==> src/rtl/mem_arbiter_if.sv <==
// Bus bundle for mem_arbiter: two client request/read-return channels plus
// the single-port memory side. The arbiter uses the slave modport; the
// environment (clients + memory) uses the master modport.
//
// Handshake: a client presents cN_rts together with its request fields; the
// request transfers on a rising edge where cN_rts and cN_rtr are both 1, and
// the fields are sampled only on that edge. cN_rtr is combinational from the
// arbiter state and both rts inputs, so a client may raise or drop rts freely
// while it has not been granted.
interface mem_arbiter_if #(
  parameter int DATA_WIDTH = 32,
  parameter int ADDR_WIDTH = 16
);
  localparam int BW = DATA_WIDTH / 8;

  logic [DATA_WIDTH-1:0] c0_data,    c1_data;
  logic [ADDR_WIDTH-1:0] c0_addr,    c1_addr;
  logic [BW-1:0]         c0_wben,    c1_wben;
  logic                  c0_op,      c1_op;
  logic                  c0_rts,     c1_rts;
  logic                  c0_rtr,     c1_rtr;
  logic [DATA_WIDTH-1:0] c0_rd_data, c1_rd_data;
  logic                  c0_rd_valid, c1_rd_valid;

  logic                  mem_en;
  logic                  mem_we;
  logic [ADDR_WIDTH-1:0] mem_addr;
  logic [DATA_WIDTH-1:0] mem_wdata;
  logic [BW-1:0]         mem_wben;
  logic [DATA_WIDTH-1:0] mem_rdata;

  modport slave (
    input  c0_data, c0_addr, c0_wben, c0_op, c0_rts,
    input  c1_data, c1_addr, c1_wben, c1_op, c1_rts,
    output c0_rtr, c0_rd_data, c0_rd_valid,
    output c1_rtr, c1_rd_data, c1_rd_valid,
    output mem_en, mem_we, mem_addr, mem_wdata, mem_wben,
    input  mem_rdata
  );

  modport master (
    output c0_data, c0_addr, c0_wben, c0_op, c0_rts,
    output c1_data, c1_addr, c1_wben, c1_op, c1_rts,
    input  c0_rtr, c0_rd_data, c0_rd_valid,
    input  c1_rtr, c1_rd_data, c1_rd_valid,
    input  mem_en, mem_we, mem_addr, mem_wdata, mem_wben,
    output mem_rdata
  );
endinterface

==> src/rtl/mem_arbiter.sv <==
// Two-client round-robin arbiter in front of a single-port memory with a
// one-cycle read latency. One request is in flight at a time:
//   IDLE -> ISSUE (memory strobe) -> IDLE            for writes
//   IDLE -> ISSUE -> RD_WAIT -> IDLE                 for reads
// Configuration macro MEM_ARBITER_READ_EN: when defined, reads access memory
// and return data to the requesting client; when undefined, reads are
// accepted and dropped without touching memory, and read-return outputs are 0.
module mem_arbiter #(
  parameter int DATA_WIDTH = 32,
  parameter int ADDR_WIDTH = 16
) (
  input  logic       clk,
  input  logic       rst_,
  mem_arbiter_if.slave bus,
  output logic [1:0] dbg_state
);
  localparam int BW = DATA_WIDTH / 8;

`ifdef MEM_ARBITER_READ_EN
  localparam bit READ_PATH = 1'b1;
`else
  localparam bit READ_PATH = 1'b0;
`endif

  typedef enum logic [1:0] {
    IDLE    = 2'd0,
    ISSUE   = 2'd1,
    RD_WAIT = 2'd2
  } state_t;

  state_t                state_q, state_d;
  logic [ADDR_WIDTH-1:0] addr_q;
  logic [DATA_WIDTH-1:0] data_q;
  logic [BW-1:0]         wben_q;
  logic                  op_q;
  logic                  id_q;
  logic                  last_grant_q;  // client granted most recently
  logic                  grant0, grant1, xfer;

  // Round-robin grant: only in IDLE and out of reset; on a tie the client
  // that was not granted last wins.
  always_comb begin
    grant0 = 1'b0;
    grant1 = 1'b0;
    if (state_q == IDLE && rst_) begin
      if (bus.c0_rts && bus.c1_rts) begin
        grant0 = last_grant_q;
        grant1 = ~last_grant_q;
      end else begin
        grant0 = bus.c0_rts;
        grant1 = bus.c1_rts;
      end
    end
  end

  assign xfer = grant0 | grant1;

  // Next-state logic.
  always_comb begin
    state_d = state_q;
    unique case (state_q)
      IDLE:    if (xfer) state_d = ISSUE;
      ISSUE:   state_d = (op_q || !READ_PATH) ? IDLE : RD_WAIT;
      RD_WAIT: state_d = IDLE;
      default: state_d = IDLE;
    endcase
  end

  // State register and request capture on a transfer edge.
  always_ff @(posedge clk or negedge rst_) begin
    if (!rst_) begin
      state_q      <= IDLE;
      addr_q       <= '0;
      data_q       <= '0;
      wben_q       <= '0;
      op_q         <= 1'b0;
      id_q         <= 1'b0;
      last_grant_q <= 1'b1;
    end else begin
      state_q <= state_d;
      if (xfer) begin
        addr_q       <= grant1 ? bus.c1_addr : bus.c0_addr;
        data_q       <= grant1 ? bus.c1_data : bus.c0_data;
        wben_q       <= grant1 ? bus.c1_wben : bus.c0_wben;
        op_q         <= grant1 ? bus.c1_op   : bus.c0_op;
        id_q         <= grant1;
        last_grant_q <= grant1;
      end
    end
  end

  assign bus.c0_rtr    = grant0;
  assign bus.c1_rtr    = grant1;
  assign bus.mem_en    = (state_q == ISSUE) && (op_q || READ_PATH);
  assign bus.mem_we    = (state_q == ISSUE) && op_q;
  assign bus.mem_addr  = addr_q;
  assign bus.mem_wdata = data_q;
  assign bus.mem_wben  = op_q ? wben_q : '0;
  assign dbg_state     = state_q;

`ifdef MEM_ARBITER_READ_EN
  logic [DATA_WIDTH-1:0] rd_data0_q, rd_data1_q;
  logic                  rd_valid0_q, rd_valid1_q;

  // Capture memory read data during RD_WAIT and strobe the owning client.
  always_ff @(posedge clk or negedge rst_) begin
    if (!rst_) begin
      rd_data0_q  <= '0;
      rd_data1_q  <= '0;
      rd_valid0_q <= 1'b0;
      rd_valid1_q <= 1'b0;
    end else begin
      rd_valid0_q <= (state_q == RD_WAIT) && !id_q;
      rd_valid1_q <= (state_q == RD_WAIT) &&  id_q;
      if (state_q == RD_WAIT) begin
        if (id_q) rd_data1_q <= bus.mem_rdata;
        else      rd_data0_q <= bus.mem_rdata;
      end
    end
  end

  assign bus.c0_rd_data  = rd_data0_q;
  assign bus.c1_rd_data  = rd_data1_q;
  assign bus.c0_rd_valid = rd_valid0_q;
  assign bus.c1_rd_valid = rd_valid1_q;
`else
  logic unused_rdata;
  assign unused_rdata    = ^bus.mem_rdata;
  assign bus.c0_rd_data  = '0;
  assign bus.c1_rd_data  = '0;
  assign bus.c0_rd_valid = 1'b0;
  assign bus.c1_rd_valid = 1'b0;
`endif

endmodule
==> src/flat_wrapper.sv <==
// flat-port wrapper written by rule: the top's interface ports become plain ports
module mem_arbiter_flat 
#(
  parameter int DATA_WIDTH = 32,
  parameter int ADDR_WIDTH = 16
)
  (clk, rst_, dbg_state, bus_c0_data, bus_c0_addr, bus_c0_wben, bus_c0_op, bus_c0_rts, bus_c1_data, bus_c1_addr, bus_c1_wben, bus_c1_op, bus_c1_rts, bus_c0_rtr, bus_c0_rd_data, bus_c0_rd_valid, bus_c1_rtr, bus_c1_rd_data, bus_c1_rd_valid, bus_mem_en, bus_mem_we, bus_mem_addr, bus_mem_wdata, bus_mem_wben, bus_mem_rdata);
  mem_arbiter_if #(.DATA_WIDTH(DATA_WIDTH), .ADDR_WIDTH(ADDR_WIDTH)) bus_i ();
  input  logic clk;
  input  logic rst_;
  output logic [1:0] dbg_state;
  input wire logic [$bits(bus_i.c0_data)-1:0] bus_c0_data;
  input wire logic [$bits(bus_i.c0_addr)-1:0] bus_c0_addr;
  input wire logic [$bits(bus_i.c0_wben)-1:0] bus_c0_wben;
  input wire logic [$bits(bus_i.c0_op)-1:0] bus_c0_op;
  input wire logic [$bits(bus_i.c0_rts)-1:0] bus_c0_rts;
  input wire logic [$bits(bus_i.c1_data)-1:0] bus_c1_data;
  input wire logic [$bits(bus_i.c1_addr)-1:0] bus_c1_addr;
  input wire logic [$bits(bus_i.c1_wben)-1:0] bus_c1_wben;
  input wire logic [$bits(bus_i.c1_op)-1:0] bus_c1_op;
  input wire logic [$bits(bus_i.c1_rts)-1:0] bus_c1_rts;
  output wire logic [$bits(bus_i.c0_rtr)-1:0] bus_c0_rtr;
  output wire logic [$bits(bus_i.c0_rd_data)-1:0] bus_c0_rd_data;
  output wire logic [$bits(bus_i.c0_rd_valid)-1:0] bus_c0_rd_valid;
  output wire logic [$bits(bus_i.c1_rtr)-1:0] bus_c1_rtr;
  output wire logic [$bits(bus_i.c1_rd_data)-1:0] bus_c1_rd_data;
  output wire logic [$bits(bus_i.c1_rd_valid)-1:0] bus_c1_rd_valid;
  output wire logic [$bits(bus_i.mem_en)-1:0] bus_mem_en;
  output wire logic [$bits(bus_i.mem_we)-1:0] bus_mem_we;
  output wire logic [$bits(bus_i.mem_addr)-1:0] bus_mem_addr;
  output wire logic [$bits(bus_i.mem_wdata)-1:0] bus_mem_wdata;
  output wire logic [$bits(bus_i.mem_wben)-1:0] bus_mem_wben;
  input wire logic [$bits(bus_i.mem_rdata)-1:0] bus_mem_rdata;
  assign bus_i.c0_data = bus_c0_data;
  assign bus_i.c0_addr = bus_c0_addr;
  assign bus_i.c0_wben = bus_c0_wben;
  assign bus_i.c0_op = bus_c0_op;
  assign bus_i.c0_rts = bus_c0_rts;
  assign bus_i.c1_data = bus_c1_data;
  assign bus_i.c1_addr = bus_c1_addr;
  assign bus_i.c1_wben = bus_c1_wben;
  assign bus_i.c1_op = bus_c1_op;
  assign bus_i.c1_rts = bus_c1_rts;
  assign bus_c0_rtr = bus_i.c0_rtr;
  assign bus_c0_rd_data = bus_i.c0_rd_data;
  assign bus_c0_rd_valid = bus_i.c0_rd_valid;
  assign bus_c1_rtr = bus_i.c1_rtr;
  assign bus_c1_rd_data = bus_i.c1_rd_data;
  assign bus_c1_rd_valid = bus_i.c1_rd_valid;
  assign bus_mem_en = bus_i.mem_en;
  assign bus_mem_we = bus_i.mem_we;
  assign bus_mem_addr = bus_i.mem_addr;
  assign bus_mem_wdata = bus_i.mem_wdata;
  assign bus_mem_wben = bus_i.mem_wben;
  assign bus_i.mem_rdata = bus_mem_rdata;
  mem_arbiter #(.DATA_WIDTH(DATA_WIDTH), .ADDR_WIDTH(ADDR_WIDTH)) u_core (.clk(clk), .rst_(rst_), .bus(bus_i), .dbg_state(dbg_state));
endmodule
==> config.mk <==
export PLATFORM = sky130hd
export DESIGN_NAME = mem_arbiter_flat
export DESIGN_NICKNAME = d
export VERILOG_FILES = /design/src/rtl/mem_arbiter_if.sv /design/src/rtl/mem_arbiter.sv /design/src/flat_wrapper.sv
export SDC_FILE = /design/constraint.sdc
export NUM_CORES = 1
export LEC_CHECK = 0
export ABC_AREA = 0
export CORE_AREA = 2 2 103 105
export CTS_CLUSTER_SIZE = 24
export DETAILED_ROUTE_END_ITERATION = 8
export DIE_AREA = 0 0 105 107
export DONT_BUFFER_PORTS = 1
export SLEW_MARGIN = 20
export SYNTH_ARGS = -nofsm -noshare
export SYNTH_HDL_FRONTEND = slang
export SYNTH_SLANG_ARGS = --single-unit
==> constraint.sdc <==
create_clock -name clk -period 2.4 [get_ports clk]
set_clock_uncertainty 0.05 [all_clocks]
set_input_delay 0.48 -clock clk [delete_from_list [all_inputs] [get_ports clk]]
set_output_delay 0.48 -clock clk [all_outputs]
set_load 0.005 [all_outputs]
=== Word level (Yosys, flattened, before mapping) ===
Cells that the tools add are included.

* Order comparisons: 0
* Mux-type cells: 11
* $add $sub $neg: 0
* Equality and inequality tests: 2
* Divide/modulo/power cells: 0
* Reductions and logical operators: 4
* Shifts and indexed selects: 0
* Bitwise logic cells: 2
* $mul: 0

{| class="wikitable"
|+ Operators with widths
! cell !! number
|-
| $mux W32 || 1
|-
| $mux W16 || 1
|-
| $mux W4 || 2
|-
| $mux W1 || 5
|-
| $mux W2 || 2
|-
| $logic_and A1 B1 Y1 || 3
|-
| $eq A2 B1 Y1 const B || 1
|-
| $logic_not A2 Y1 || 1
|-
| $ne A2 B1 Y1 const B || 1
|-
| $not A1 Y1 || 1
|-
| $or A1 B1 Y1 || 1
|}

* Output and inout bits: 124
* Logic and storage cells: 25
* Bits in read-only memories: 0
* Memories: 0
* Latch bits: 0
* Register bits after elaboration: 56
* RAM bits: 0
* Bits of input ports: 142

=== Longest topological paths before layout ===
* Word-level depth: 6
* Mapped depth: 7
* Mapped depth without buffers: 4

=== Worst setup path after synthesis ===
Ideal clock, no wire load.

* Path kind: input to output
* Start: input port bus_c0_rts
* End: output port bus_c1_rtr
* Cell stages on the path: 6
* Buffers on the path: 3
* Path slack: 580 ps
* Required time: 1870 ps
* Arrival time: 1290 ps
* Path through: and2_1 > buf_6 > or2_1 > buf_6 > buf_6 > inv_1

* Word-level cells in the longest chain between the ends: 3

{| class="wikitable"
|+ RTL lines
! element !! RTL line !! text
|-
| from (decl) || flat_wrapper.sv:16 || <nowiki>input wire logic [$bits(bus_i.c0_rts)-1:0] bus_c0_rts;</nowiki>
|-
| $logic_and A1 B1 Y1 || mem_arbiter.sv:46 || <nowiki>if (bus.c0_rts && bus.c1_rts) begin</nowiki>
|-
| $mux W1 || mem_arbiter.sv:46 ||
|-
| $mux W1 || mem_arbiter.sv:45 || <nowiki>if (state_q == IDLE && rst_) begin</nowiki>
|-
| to (decl) || flat_wrapper.sv:25 || <nowiki>output wire logic [$bits(bus_i.c1_rtr)-1:0] bus_c1_rtr;</nowiki>
|}

No other way between the ends.

=== Final worst setup path ===
* Start: register u_core.state_q[0], in the netlist u_core.dbg_state[0]
* End: output port bus_c1_rtr

* Word-level cells in the longest chain between the ends: 3

{| class="wikitable"
|+ RTL lines
! element !! RTL line !! text
|-
| from (decl) || mem_arbiter.sv:31 || <nowiki>state_t state_q, state_d;</nowiki>
|-
| from (signal assigned) || mem_arbiter.sv:80 || <nowiki>state_q <= state_d;</nowiki>
|-
| $logic_not A2 Y1 || mem_arbiter.sv:45 ||
|-
| $logic_and A1 B1 Y1 || mem_arbiter.sv:45 ||
|-
| $mux W1 || mem_arbiter.sv:45 ||
|}

No other way between the ends.

==> flow_metrics.tcl <==
set metrics [dict create \
    status "finished clean" \
    final_common_cell "conb_1" \
    place_area_sq_um 3240 \
    synth.distinct_cells 18 \
    worst_slew_pin_slew_ns 0.632 \
    ff2ff_path_depth 4 \
    hold-path-endpoint "u_core.bus.mem_addr[14]" \
    period_minus_slack_ns 2.06 \
    ioPinCount 266 \
    die_h_um 107 \
    post-cts-setup-buffers 0 \
    max-vdd-ir-drop_mv 0.233 \
    slew_headroom_pct 57.8 \
    vias 2452 \
    hp-class "in2reg" \
    design_area_sq_um 3360 \
    hold_violations 0 \
    ctsResizeCount 0 \
    ant_nets 0 \
    mostFrequentLayoutCells "67 x conb_1, 54 x dfrtp_1, 53 x and3_1, 53 x nor3b_1, 53 x a221o_1" \
    cts-hold-fix-buffers 2 \
    rows 37 \
    synth_top_area_share_pct 39.3 \
    area_growth_pct -2.44 \
    finalMaxSlewViolations 0 \
    finalNetCount 458 \
    grt_pass1_wl_um 13900 \
    cts_buffers 5 \
    cp-start-kind "flop" \
    start_util_pct 34.1 \
    rsz0062_at_grt "no" \
    fillers 1040 \
    min_path_cells 2 \
    cts_root_buffer "clkbuf_8" \
    place_hpwl_um 5940 \
    die-area_sq_um 11200 \
    crit_path_max_fanout 10 \
    drc 0 \
    wirelength_um 9010 \
    portBuffers 0 \
    leakage_nw 1.57 \
    clkTransAtPathRegs_ns 0.10 \
    antenna_found_initial 1 \
    syn_area_sq_um 3440 \
    reg2reg_slack_ns 0.48 \
    diodes 0 \
    die_x_um 105 \
    cts_max_level 2 \
    syn_inst 334 \
    grt-ovfl-total 0 \
    ys_top_cells_by_area "dfrtp_1 39%, a221o_1 15%, buf_4 15%, nor3b_1 12%, and3_1 9.6%" \
    crit_arrival_ns 1.53 \
    cts_tree "done" \
    hold_ws_ns 0.398 \
    hold_start "bus_c0_addr[14]" \
    crit_type "reg2out" \
    setup_violations 0 \
    grt_start_max_net_pins 56 \
    ys.warnings.count 0 \
    finish.utilization_pct 33.3 \
    finalCritPeriodShare_pct 86.0 \
    r2r_start "u_core.dbg_state[0]" \
    synth_area_leader_cell "dfrtp_1" \
    power_density_nw_per_um2 672 \
    maxCapViolCount 0 \
    grt_pass1_vias 2494 \
    endpoint_kind "output pin" \
    wl_per_cell_um 19.9 \
    grt.total_usage_pct 15.6 \
    routabilityCongestion 0.684 \
    via_per_inst 5.41 \
    avgSynthCellArea_sq_um 10.3 \
    clk-insertion-delay-late_ns 0.30 \
    dr.pass1.iters 4 \
    drt_first_iter_violations 225 \
    drive_gt1_share_pct 6.94 \
    ys_seq_area_share_pct 40.1 \
    clock_path_buffers 2 \
    cts_sinks 55 \
    tns_ns 0 \
    ys_ff_latch 55 \
    required_ns 1.87 \
    max_freq_mhz 485 \
    reg2reg_to "u_core.wben_q[1]" \
    core_area_sq_um 10100 \
]
flip-flops by register name, indices dropped and copies added (netlist names):
| register | cells |
|---|---|
| u_core.dbg_state | 1 |
| u_core.op_q | 1 |
| u_core.wben_q | 4 |
| u_core.last_grant_q | 1 |
| u_core.bus.mem_wdata | 32 |
| u_core.bus.mem_addr | 16 |
worst max-delay path by stage:
| stage | start | to | slack, ns | depth (start not counted) |
|---|---|---|---|---|
| 6_report | u_core.dbg_state[0] | bus_c1_rtr | 0.34 | 3 |
| 4_1_cts | u_core.dbg_state[0] | bus_c1_rtr | 0.31 | 3 |
| 3_3_place_gp | u_core.dbg_state[0] | u_core.bus.mem_addr[4] | 0.51 | 4 |
| 5_1_grt | u_core.dbg_state[0] | bus_c1_rtr | 0.25 | 3 |
| 3_5_place_dp | u_core.dbg_state[0] | u_core.bus.mem_addr[10] | 0.48 | 4 |
| 2_1_floorplan | bus_c0_rts | bus_c1_rtr | 0.58 | 6 |
stage by stage:
step                instances  setup slack, ns  power [mW]
global route              453            0.247        2.39
detailed placement        443            0.485        1.74
CTS                       453            0.309        2.28
floorplan                 400            0.580        1.70
global placement          443            0.509        1.73
finish                    453            0.336        2.25
cell usage after synthesis:
cell type  count
buf_4         68
dfrtp_1       54
a221o_1       53
and3_1        53
nor3b_1       53
clkbuf_1      20
buf_2          7
buf_6          7
and2_1         6
inv_1          3
nand2_1        2
or2_1          2
a21o_1         1
a21oi_1        1
conb_1         1
dfstp_2        1
nand3b_2       1
nor2b_1        1
cells by family after synthesis:
| family | after synthesis | synth area share [%] |
|---|---|---|
| compound gates | 55 | 15.8 |
| flops | 55 | 40.1 |
| buf+inv | 105 | 20.7 |
| simple gates | 118 | 23.4 |
| other cells | 1 | 0.109 |
critical path, stage by stage, from the launching register on:
cell and delay [ns]:
dfrtp_1 0.48, nand3b_2 0.24, or2_2 0.38, inv_1 0.13
where the power goes:
part	leakage, nW	total [mW]	internal, mW	switching, mW
registers	0.657	1.27	1.11	0.161
clock network	0.0422	0.506	0.206	0.300
logic	0.872	0.476	0.226	0.251
final cells by class:
type	count	area, sq um	share of cell area (%)
clock buffer	7	76.3	2.27
sequential	55	1380	41.1
multi-input combinational	240	1610	48.0
inverter	3	11.3	0.336
tap	136	170	5.07
timing repair buffer	11	105	3.13
clock inverter	1	5.00	0.149
routing by layer:
| metal | up-vias | global-route usage, % | share of wire (%) |
|---|---|---|---|
| met3 | 7 | 5.71 | 9.4 |
| li1 | 1063 | - | - |
| met1 | 1221 | 18.5 | 40 |
| met5 | - | 0 | 0.14 |
| met4 | 2 | 3.24 | 0.68 |
| met2 | 159 | 27.0 | 49 |
Note: power is estimated with default switching activity, not from simulation.
